===== src/rtl/px_mem_wr_arbiter.sv =====
// Round-robin write arbiter: two pixel producers share one burst-write port of the pixel memory.
// state | meaning: IDLE = no owner, arbitrate | REQ = command held until memory grant | XFER = forward owner's burst
module px_mem_wr_arbiter (
  input  logic        clk,
  input  logic        rst_n,
  input  logic        reqA_WR_REQ,
  input  logic [19:0] reqA_WR_Addr,
  input  logic [3:0]  reqA_WR_burst,
  input  logic        reqA_WR_VLD,
  input  logic [15:0] reqA_out,
  input  logic        reqB_WR_REQ,
  input  logic [19:0] reqB_WR_Addr,
  input  logic [3:0]  reqB_WR_burst,
  input  logic        reqB_WR_VLD,
  input  logic [15:0] reqB_out,
  output logic        reqA_WR_GRANT,
  output logic        reqA_WR_RDY,
  output logic        reqB_WR_GRANT,
  output logic        reqB_WR_RDY,
  output logic        pxMem_WR_REQ,
  output logic [19:0] pxMem_WR_Addr,
  output logic [3:0]  pxMem_WR_burst,
  output logic        pxMem_WR_VLD,
  output logic [15:0] pxMem_out,
  input  logic        pxMem_WR_GRANT,
  input  logic        pxMem_WR_RDY,
  output logic        wr_busy
);

  typedef enum logic [1:0] {IDLE, REQ, XFER} stateT;

  stateT       state, stateNxt;
  logic        owner, lastOwner;
  logic [19:0] addrReg;
  logic [3:0]  burstReg;
  logic [3:0]  cnt;
  logic        winner, loadCmd, beat, ownerVld;
  logic [15:0] ownerData;

  // Ties go to whoever did not own the previous burst
  assign winner    = reqB_WR_REQ && (!reqA_WR_REQ || !lastOwner);
  assign ownerVld  = owner ? reqB_WR_VLD : reqA_WR_VLD;
  assign ownerData = owner ? reqB_out : reqA_out;

  always_ff @(posedge clk or negedge rst_n) begin
    if (!rst_n) state <= IDLE;
    else        state <= stateNxt;
  end

  always_comb begin
    stateNxt       = state;
    loadCmd        = 1'b0;
    beat           = 1'b0;
    pxMem_WR_REQ   = 1'b0;
    pxMem_WR_VLD   = 1'b0;
    pxMem_out      = '0;
    pxMem_WR_Addr  = addrReg;
    pxMem_WR_burst = burstReg;
    reqA_WR_RDY    = 1'b0;
    reqB_WR_RDY    = 1'b0;
    wr_busy        = (state != IDLE);
    case (state)
      IDLE: begin
        if (reqA_WR_REQ || reqB_WR_REQ) begin
          loadCmd  = 1'b1;
          stateNxt = REQ;
        end
      end
      REQ: begin
        pxMem_WR_REQ = 1'b1;
        if (pxMem_WR_GRANT) stateNxt = XFER;
      end
      XFER: begin
        pxMem_WR_VLD = ownerVld;
        pxMem_out    = ownerData;
        reqA_WR_RDY  = !owner && pxMem_WR_RDY;
        reqB_WR_RDY  = owner && pxMem_WR_RDY;
        beat         = ownerVld && pxMem_WR_RDY;
        if (beat && cnt == 4'd0) stateNxt = IDLE;
      end
      default: stateNxt = IDLE;
    endcase
    reqA_WR_GRANT = wr_busy && !owner;
    reqB_WR_GRANT = wr_busy && owner;
  end

  // cnt counts remaining beats down; the beat seen at zero is the last one
  always_ff @(posedge clk or negedge rst_n) begin
    if (!rst_n) begin
      owner     <= 1'b0;
      lastOwner <= 1'b1;
      addrReg   <= '0;
      burstReg  <= '0;
      cnt       <= '0;
    end else if (loadCmd) begin
      owner     <= winner;
      lastOwner <= winner;
      addrReg   <= winner ? reqB_WR_Addr : reqA_WR_Addr;
      burstReg  <= winner ? reqB_WR_burst : reqA_WR_burst;
      cnt       <= winner ? reqB_WR_burst : reqA_WR_burst;
    end else if (beat && cnt != 4'd0) begin
      cnt <= cnt - 4'd1;
    end
  end

endmodule


===== config.mk =====
export PLATFORM = sky130hd
export DESIGN_NAME = px_mem_wr_arbiter
export DESIGN_NICKNAME = d
export VERILOG_FILES = /design/src/rtl/px_mem_wr_arbiter.sv
export SDC_FILE = /design/constraint.sdc
export NUM_CORES = 1
export LEC_CHECK = 0
export CORE_ASPECT_RATIO = 0.7
export CORE_UTILIZATION = 31
export DETAILED_ROUTE_END_ITERATION = 12
export PLACE_DENSITY = 0.82
export SLEW_MARGIN = 40
export SYNTH_ARGS = -nofsm -noshare
export SYNTH_HDL_FRONTEND = slang
export SYNTH_SLANG_ARGS = --single-unit

===== constraint.sdc =====
create_clock -name clk -period 1.3 [get_ports clk]
set_input_delay 0.26 -clock clk [delete_from_list [all_inputs] [get_ports clk]]
set_output_delay 0.26 -clock clk [all_outputs]
set_load 0.01 [all_outputs]

==> impl_metrics.csv, run 1 <==
group,metric,value,unit
route,wl_per_cell,16.7,um
yosys,synth_seq_area_share,44.6,%
finish,layoutNonFillerInstCount,445,
timing,skew,0.00199,ns
route,num_vias,2166,
setup_path,crit_required,1.46,ns
yosys,synth_nets,280,
power_and_ir_drop,leakagePower,1.89,nW
clock_tree,tritoncts,"done",
finish,layout_commonest_cell,"clkdlybuf4s50_1",
finish,layout_common_cells,"clkdlybuf4s50_1 (85), mux2i_1 (36), dfrtp_1 (31)",
placed_design,io_buffers,134,
finish,antenna_cells,0,
clock_tree,clock-sinks,32,
timing,period_share,127,%
yosys,syn_area_per_cell,9.42,um2
finish,area_delta_synth_final,122,%
global_routing,grt_max_degree,33,
yosys,synth_area,1800,um2
clock_tree,htree_levels,2,
timing,post-route-min-period,1.66,ns
setup_path,crit_path_start_kind,"register",
yosys,synth_warnings,0,
placed_design,place_inst,412,
die,die_w,93.1,um
setup_path,cpMostUsedCell,"buf_4",
die,dieArea,6120,um2
clock_tree,cts_root_buf,"clkbuf_8",
global_routing,grt_pass1_vias,2228,
route,drt_first_pass_iters,4,
finish,n_fill_cell,385,
global_routing,antenna_found_initial,0,
power_and_ir_drop,vdd.ir_drop.worst,0.831,mV
die,io_pins,135,
timing,finalSetupTns,-11.52,ns
route,totalWireLength,7420,um
timing,max_freq,603,MHz
yosys,async_reset_ff_share,100,%
die,core,5420,um2
clock_tree,clk_pin_slew_worst_paths,0.07,ns
global_routing,grt_first_pass_wirelength,11000,um
yosys,synth_flop_cell,"dfrtp_1",
timing,rsz0062_at_grt,"true",
timing,worst_pin_slew,0.383,ns
timing,slew_violations,0,
timing,hold-worst-slack,0.345,ns
placed_design,place.gp.congestion,0.733,
global_routing,grt_use_total,23.7,%
die,initial_core_util,33.2,%
clock_tree,clockBufferDepth,2,
timing,setup-violations-final,55,
route,dr.first_iter.drc_count,86,
yosys,ys_types,31,
yosys,ys_ff_latch,32,
global_routing,grt_overflow,0,
status,violations,"setup timing",
setup_path,crit_chain,"buf_4 -> mux2i_2 -> buf_4 -> nor2_1 -> and4b_1 -> a311o_1",
route,antenna_left,0,
die,rows,22,
timing,max-slew-margin-rel,74.4,%
placed_design,hpwl,4640,um
setup_path,worst-path-max-fanout,3,
setup_path,end_kind,"register",
setup_path,critPathKind,"register to register",
clock_tree,cts_buffers,5,
yosys,synthCells,191,
status,status,"finished, violations left",
power_and_ir_drop,p_per_area,2000,nW/um2
finish,drive_above_1_share,38.6,%
clock_tree,clkLatencyLatePin,0.28,ns
setup_path,cpPeakStageDelay,0.41,ns
finish,fin_nets,461,
timing,layout_setup_ws,-0.357,ns
timing,finalHoldViolCount,0,
route,drc,0,
setup_path,cp.arrival,1.82,ns
setup_path,crit_path_top_delay_cell,"dfrtp_1",
min_path,hold_class,"input port to async pin",
yosys,synth-edff-count,0,
route,vias_per_cell,4.87,
die,die_h,65.7,um
run,maxCapViolCount,0,
==> worst max-delay path, delay by kind of cell, from the launching register on <==
kind,cells,cell delay [ns]
compound gates,1,0.33
mux,1,0.25
buf+inv,2,0.31
flops,1,0.41
simple gates,2,0.23
==> path summary, 6_finish.rpt <==
| check | slack, ns | to | start | cells past startpoint |
|---|---|---|---|---|
| max | -0.36 | cnt[2]$_DFFE_PN0P_ | owner$_DFFE_PN0P_ | 6 |
| min | 0.35 | pxMem_WR_Addr[3]$_DFFE_PN0P_ | rst_n | 2 |
| max reg2reg | -0.36 | cnt[2]$_DFFE_PN0P_ | owner$_DFFE_PN0P_ | 6 |
| min reg2reg | 0.48 | pxMem_WR_Addr[7]$_DFFE_PN0P_ | pxMem_WR_Addr[7]$_DFFE_PN0P_ | 2 |
| max in group asynchronous | 0.71 | lastOwner$_DFFE_PN1P_ | rst_n | 2 |
| min in group clk | 0.48 | pxMem_WR_Addr[7]$_DFFE_PN0P_ | pxMem_WR_Addr[7]$_DFFE_PN0P_ | 2 |
==> where the power goes <==
| group | internal [W] | total [W] | switching [W] |
|---|---|---|---|
| clock network | 0.000422 | 0.000796 | 0.000374 |
| registers | 0.00150 | 0.00191 | 0.000412 |
| logic | 0.00287 | 0.00526 | 0.00240 |
==> repair_timing <==
item / 4_1_cts / 5_1_grt
endpoints found under the hold margin: 0 / 0
gates resized for setup: 170 / 37
buffers inserted: 17 / 2
hold buffers: 0 / 0
gates cloned: 5 / 1
pin swaps: 28 / 8
endpoints found under the setup margin: 79 / 55
==> stage by stage <==
step / worst slack (ns) / total power, W / util (%) / instance area, um2
after global routing: -0.410 / 0.00843 / 73.5 / 3990
after CTS: -0.315 / 0.00740 / 70.7 / 3830
after global placement: -0.483 / 0.00570 / 63.8 / 3460
after floorplan: -0.0702 / 0.00358 / - / 1820
after detailed placement: -0.526 / 0.00584 / 63.8 / 3460
final: -0.357 / 0.00797 / 73.5 / 3990
==> synthesized netlist by cell type (2+ instances only) <==
cell       n  share of area, %
mux2i_1   39                22
dfrtp_1   31                43
nand2_1   27               5.6
nor2_1    27               5.6
o21ai_1   24               6.7
clkbuf_1   5               1.0
buf_2      4               1.1
inv_1      4              0.83
buf_4      3               1.3
a211oi_1   2              0.83
a21boi_1   2              0.83
a21o_1     2              0.83
nand2b_1   2              0.70
o21a_1     2              0.83
==> layer usage <==
metal | wire [um] | GRT usage (%)
met2 | 3670 | 41.5
met1 | 3040 | 27.7
met5 | 0 | 0
met4 | 232 | 10.2
met3 | 470 | 5.90
==> final cells by class <==
type,count,area [um2],share of cell area (%)
inverter,5,18.8,0.471
sequential,32,802,20.1
multi-input combinational,143,1200,30.1
clock inverter,2,10.0,0.251
timing repair buffer,185,1790,44.8
clock buffer,6,82.6,2.07
tap,72,90.1,2.26
==> kinds of logic after synthesis <==
family	after synthesis	synth area share (%)
adders and majority gates	1	0.695
AOI/OAI and AO/OA	35	11.4
xor gates and xnor gates	1	0.487
buffers and inverters	17	4.45
and+or+nand+nor	65	15.9
DFF	32	44.6
muxes	40	22.5
==> flip-flops by register name (all words and copies together) (netlist names) <==
| signal | count |
|---|---|
| pxMem_WR_Addr | 20 |
| cnt | 4 |
| pxMem_WR_burst | 4 |
| state | 2 |
| lastOwner | 1 |
| owner | 1 |
Note: power is estimated with default switching activity, not from simulation.
==> run 2, diff against run 1 <==
- GPL_TIMING_DRIVEN: unset -> 0
- SLEW_MARGIN: 40 -> unset
==> impl_metrics.csv, run 2 (synthesized netlist as in run 1, its figures left out) <==
group,metric,value,unit
status,status,"finished, violations left",
status,violations,"setup timing",
power_and_ir_drop,vdd.ir_drop.worst,0.862,mV
die,initial_core_util,33.2,%
clock_tree,cts_buffers,5,
die,die_h,65.7,um
finish,largest_reg_flops,20,
run,maxCapViolCount,0,
clock_tree,cts_root_buf,"clkbuf_8",
power_and_ir_drop,switching_share,39.8,%
timing,worst_pin_slew,0.724,ns
timing,layout_setup_ws,-0.331,ns
finish,fin_util,73.6,%
power_and_ir_drop,p_comb_share,66.4,%
route,vias_per_cell,4.88,
timing,period_share,125,%
power_and_ir_drop,pwr-share-seq,23.9,%
power_and_ir_drop,p_int,0.00484,W
setup_path,critPathKind,"register to register",
timing,post-route-min-period,1.63,ns
setup_path,end_kind,"register",
die,rows,22,
clock_tree,clk_pin_slew_worst_paths,0.07,ns
clock_tree,clock-sinks,32,
timing,skew,0.00509,ns
clock_tree,clockBufferDepth,2,
finish,multi_input_area,1230,um2
clock_tree,cts_hold_buf,0,
power_and_ir_drop,p_per_area,2020,nW/um2
route,num_vias,2141,
timing,max-slew-margin-rel,51.8,%
setup_path,cp.arrival,1.80,ns
global_routing,grt_first_pass_wirelength,10500,um
power_and_ir_drop,total_power,0.00804,W
global_routing,antenna_found_initial,0,
finish,layout_common_cells,"clkdlybuf4s50_1 (84), mux2i_1 (34), dfrtp_1 (30)",
global_routing,grt_max_degree,33,
global_routing,grt_use_total,22.7,%
route,antenna_left,0,
route,wl_per_cell,16.7,um
setup_path,crit_path_start_kind,"register",
placed_design,place_inst,397,
setup_path,crit_required,1.47,ns
timing,setup-violations-final,55,
placed_design,hpwl,4350,um
die,core,5420,um2
route,drt_first_pass_iters,4,
finish,regArea,803,um2
min_path,hold_class,"input port to async pin",
clock_tree,tritoncts,"done",
finish,n_fill_cell,370,
power_and_ir_drop,leakagePower,1.84,nW
setup_path,worst-path-max-fanout,4,
timing,rsz0062_at_grt,"true",
global_routing,grt_pass1_vias,2118,
finish,layout_commonest_cell,"clkdlybuf4s50_1",
finish,area_delta_synth_final,122,%
timing,finalHoldViolCount,0,
finish,fin_nets,455,
die,die_w,93.1,um
die,io_pins,135,
route,dr.first_iter.drc_count,72,
finish,layoutNonFillerInstCount,439,
global_routing,grt_overflow,0,
finish,antenna_cells,0,
finish,drive_above_1_share,39.8,%
power_and_ir_drop,pwr-share-clk,9.7,%
route,totalWireLength,7320,um
clock_tree,htree_levels,2,
die,dieArea,6120,um2
placed_design,place.gp.congestion,0.744,
power_and_ir_drop,power.switching,0.00320,W
placed_design,io_buffers,134,
timing,max_freq,613,MHz
timing,slew_violations,0,
route,drc,0,
clock_tree,clkLatencyLatePin,0.28,ns
[run 2: cell count changes in the layout (fill, tap and decap cells not counted), sizes merged]
cell           before  now
buf                72   70
clkbuf              8    6
clkdlybuf4s50      85   84
o21ai              25   24
[run 2: worst paths after layout]
path                                              start                            to  slack (ns)  cells after the start
min in group clk           pxMem_WR_Addr[6]$_DFFE_PN0P_  pxMem_WR_Addr[6]$_DFFE_PN0P_        0.47                      2
min                                               rst_n  pxMem_WR_Addr[3]$_DFFE_PN0P_        0.03                      1
max reg2reg                          cnt[0]$_DFFE_PN0P_            cnt[3]$_DFFE_PN0P_       -0.33                      7
max in group asynchronous                         rst_n          state[1]$_DFFE_PN0P_        0.76                      1
max                                  cnt[0]$_DFFE_PN0P_            cnt[3]$_DFFE_PN0P_       -0.33                      7
min reg2reg                pxMem_WR_Addr[6]$_DFFE_PN0P_  pxMem_WR_Addr[6]$_DFFE_PN0P_        0.47                      2
[run 2: stage by stage]
stage / hold WS, ns / worst slack (ns) / setup TNS, ns / area [um2]
finish: 0.0303 / -0.331 / -9.39 / 3990
floorplan: -0.0356 / -0.0702 / -0.481 / 1820
detailed placement: 0.355 / -0.647 / -28.29 / 3240
global placement: 0.449 / -0.677 / -48.82 / 3250
global route: 0.0771 / -0.383 / -12.74 / 3990
CTS: 0.0497 / -0.284 / -7.63 / 3720
[run 2: final cells by class]
cell class	count	share of cell area, %
Sequential cell	32	20.1
Timing Repair Buffer	170	40.5
Buffer	10	3.54
Multi-Input combinational cell	142	30.8
Inverter	5	0.471
Clock inverter	2	0.251
Clock buffer	6	2.07
Tap cell	72	2.26
[run 2: worst max-delay path, cell delays in order, from the launching register on]
cell and delay [ns]:
dfrtp_1 0.42, inv_2 0.08, ha_4 0.17, nor3b_4 0.15, buf_6 0.13, nor4_4 0.29, xnor2_1 0.18, a21boi_1 0.09
[run 2: power groups by stage]
stage                     Sequential [W]  Clock (W)  Combinational, W
after floorplan                  0.00195          0           0.00163
after global placement           0.00178          0           0.00352
after detailed placement         0.00180          0           0.00358
after CTS                        0.00181   0.000804           0.00441
after global routing             0.00197   0.000852           0.00565
final                            0.00192   0.000782           0.00534
[run 2: routing by layer]
layer / share of wire [%] / up-vias / GRT usage, %
li1: - / 1015 / -
met1: 40 / 1025 / 27.3
met2: 52 / 86 / 41.4
met3: 5.9 / 15 / 4.98
met4: 1.9 / 0 / 5.19
met5: 0 / - / 0
[run 2: timing repair]
| item | in CTS | in global routing |
|---|---|---|
| pin swaps | 24 | 18 |
| gates cloned | 4 | 1 |
| setup endpoints to repair | 79 | 55 |
| resized for setup | 187 | 69 |
| buffers inserted | 23 | 10 |
==> run 3, diff against run 2 <==
- CAP_MARGIN: unset -> 20
- HOLD_SLACK_MARGIN: unset -> 0.05
==> impl_metrics.csv, run 3 (synthesized netlist as in run 1, its figures left out) <==
group,metric,value,unit
status,status,"finished, violations left",
status,violations,"setup timing",
global_routing,antenna_found_initial,0,
finish,largest_reg_flops,20,
global_routing,grt_overflow,0,
timing,skew,0.00513,ns
timing,worst_pin_slew,0.717,ns
timing,layout_setup_ws,-0.334,ns
finish,fin_nets,456,
timing,max_freq,612,MHz
finish,layout_common_cells,"clkdlybuf4s50_1 (84), mux2i_1 (34), dfrtp_1 (30)",
route,drc,0,
finish,area_delta_synth_final,122,%
global_routing,busiest_layer,"met2",
global_routing,grt_max_degree,33,
setup_path,crit_required,1.47,ns
route,vias_per_cell,4.88,
run,maxCapViolCount,0,
placed_design,place.gp.congestion,0.744,
setup_path,end_kind,"register",
timing,rsz0062_at_grt,"true",
finish,fin_util,73.7,%
setup_path,crit_chain,"inv_2 -> ha_4 -> nor3b_4 -> buf_6 -> nor4_4 -> xnor2_1 -> a21boi_1",
clock_tree,htree_levels,2,
timing,post-route-min-period,1.63,ns
route,dr.first_iter.drc_count,54,
route,wl_per_cell,16.7,um
timing,period_share,126,%
global_routing,met2_usage,41.5,%
timing,slew_violations,0,
die,io_pins,135,
placed_design,place_inst,397,
placed_design,hpwl,4350,um
clock_tree,cts_root_buf,"clkbuf_8",
timing,max-slew-margin-rel,52.2,%
timing,setup-violations-final,55,
setup_path,critPathKind,"register to register",
die,dieArea,6120,um2
setup_path,crit_path_top_delay_cell,"dfrtp_1",
setup_path,cpPeakStageDelay,0.42,ns
clock_tree,clock-sinks,32,
clock_tree,clk_pin_slew_worst_paths,0.07,ns
timing,finalHoldViolCount,0,
die,rows,22,
route,num_vias,2149,
die,initial_core_util,33.2,%
min_path,hold_class,"register to register",
finish,layout_commonest_cell,"clkdlybuf4s50_1",
clock_tree,clockBufferDepth,2,
global_routing,grt_use_total,22.7,%
power_and_ir_drop,vdd.ir_drop.worst,0.862,mV
finish,layoutNonFillerInstCount,440,
die,core,5420,um2
setup_path,path_delay_family,"simple AND/OR/NAND/NOR gates",
power_and_ir_drop,leakagePower,1.85,nW
route,totalWireLength,7360,um
setup_path,timing.critical_path.buf_inv,2,
setup_path,crit_path_start_kind,"register",
setup_path,cp.arrival,1.80,ns
global_routing,grt.met1_usage,27.4,%
clock_tree,tritoncts,"done",
clock_tree,cts_buffers,5,
route,drt_first_pass_iters,4,
placed_design,io_buffers,134,
global_routing,grt_pass1_vias,2120,
finish,antenna_cells,0,
die,die_w,93.1,um
global_routing,grt.met3_usage,4.86,%
setup_path,worst-path-max-fanout,4,
route,antenna_left,0,
global_routing,grt_first_pass_wirelength,10500,um
clock_tree,clkLatencyLatePin,0.28,ns
finish,drive_above_1_share,39.7,%
power_and_ir_drop,p_per_area,2020,nW/um2
die,die_h,65.7,um
run 3: changes by cell type in the layout (fill, tap and decap cells not counted), sizes merged:
cell | previous run | this run
dlygate4sd3 | 0 | 1
run 3: per-stage QoR:
stage / TNS (ns) / hold slack, ns / area, um2 / total power [W] / worst slack, ns
floorplan: -0.481 / -0.0356 / 1820 / 0.00358 / -0.0702
global placement: -48.82 / 0.449 / 3250 / 0.00531 / -0.677
detailed placement: -28.29 / 0.355 / 3240 / 0.00538 / -0.647
CTS: -7.63 / 0.484 / 3730 / 0.00703 / -0.284
global route: -12.74 / 0.509 / 4000 / 0.00848 / -0.383
finish: -9.45 / 0.475 / 4000 / 0.00806 / -0.334
run 3: layout make-up:
| type | count | area, um2 |
|---|---|---|
| Multi-Input combinational cell | 142 | 1230 |
| Clock buffer | 6 | 82.6 |
| Buffer | 10 | 141 |
| Sequential cell | 32 | 803 |
| Timing Repair Buffer | 171 | 1630 |
| Inverter | 5 | 18.8 |
| Fill cell | 370 | 1420 |
| Clock inverter | 2 | 10.0 |
| Tap cell | 72 | 90.1 |
run 3: report_power, final:
part	internal, W	switching, W
registers	0.00150	0.000416
clock network	0.000422	0.000362
logic	0.00292	0.00244
run 3: final timing paths:
kind	cells past startpoint	slack [ns]	to	start
worst min register to register	2	0.48	pxMem_WR_Addr[6]$_DFFE_PN0P_	pxMem_WR_Addr[6]$_DFFE_PN0P_
max in group asynchronous	2	0.22	state[1]$_DFFE_PN0P_	rst_n
worst min-delay path	2	0.48	pxMem_WR_Addr[6]$_DFFE_PN0P_	pxMem_WR_Addr[6]$_DFFE_PN0P_
worst max-delay path	7	-0.33	cnt[3]$_DFFE_PN0P_	cnt[0]$_DFFE_PN0P_
min in group asynchronous	2	0.58	pxMem_WR_Addr[3]$_DFFE_PN0P_	rst_n
worst max register to register	7	-0.33	cnt[3]$_DFFE_PN0P_	cnt[0]$_DFFE_PN0P_
run 3: worst register-to-register path, delay by kind of cell (launching register included):
family                   cells  cell delay [ns]
buffers and inverters        2             0.21
flip-flops                   1             0.42
AND/OR/NAND/NOR              2             0.44
AO/OA/AOI/OAI                1             0.09
adder cells (fa/ha/maj)      1             0.17
XOR/XNOR                     1             0.19
run 3: metal layers:
layer	up-vias	share of wire, %
met3	15	4.9
met4	0	1.9
met1	1036	41
met2	82	52
met5	-	0
li1	1016	-
run 3: what timing repair did:
action,4_1_cts,5_1_grt
gates cloned,4,1
hold buffers,1,0
endpoints found under the setup margin,79,55
pin swaps,24,18
setup buffers,23,10
hold endpoints to repair,3,0
resized for setup,187,69
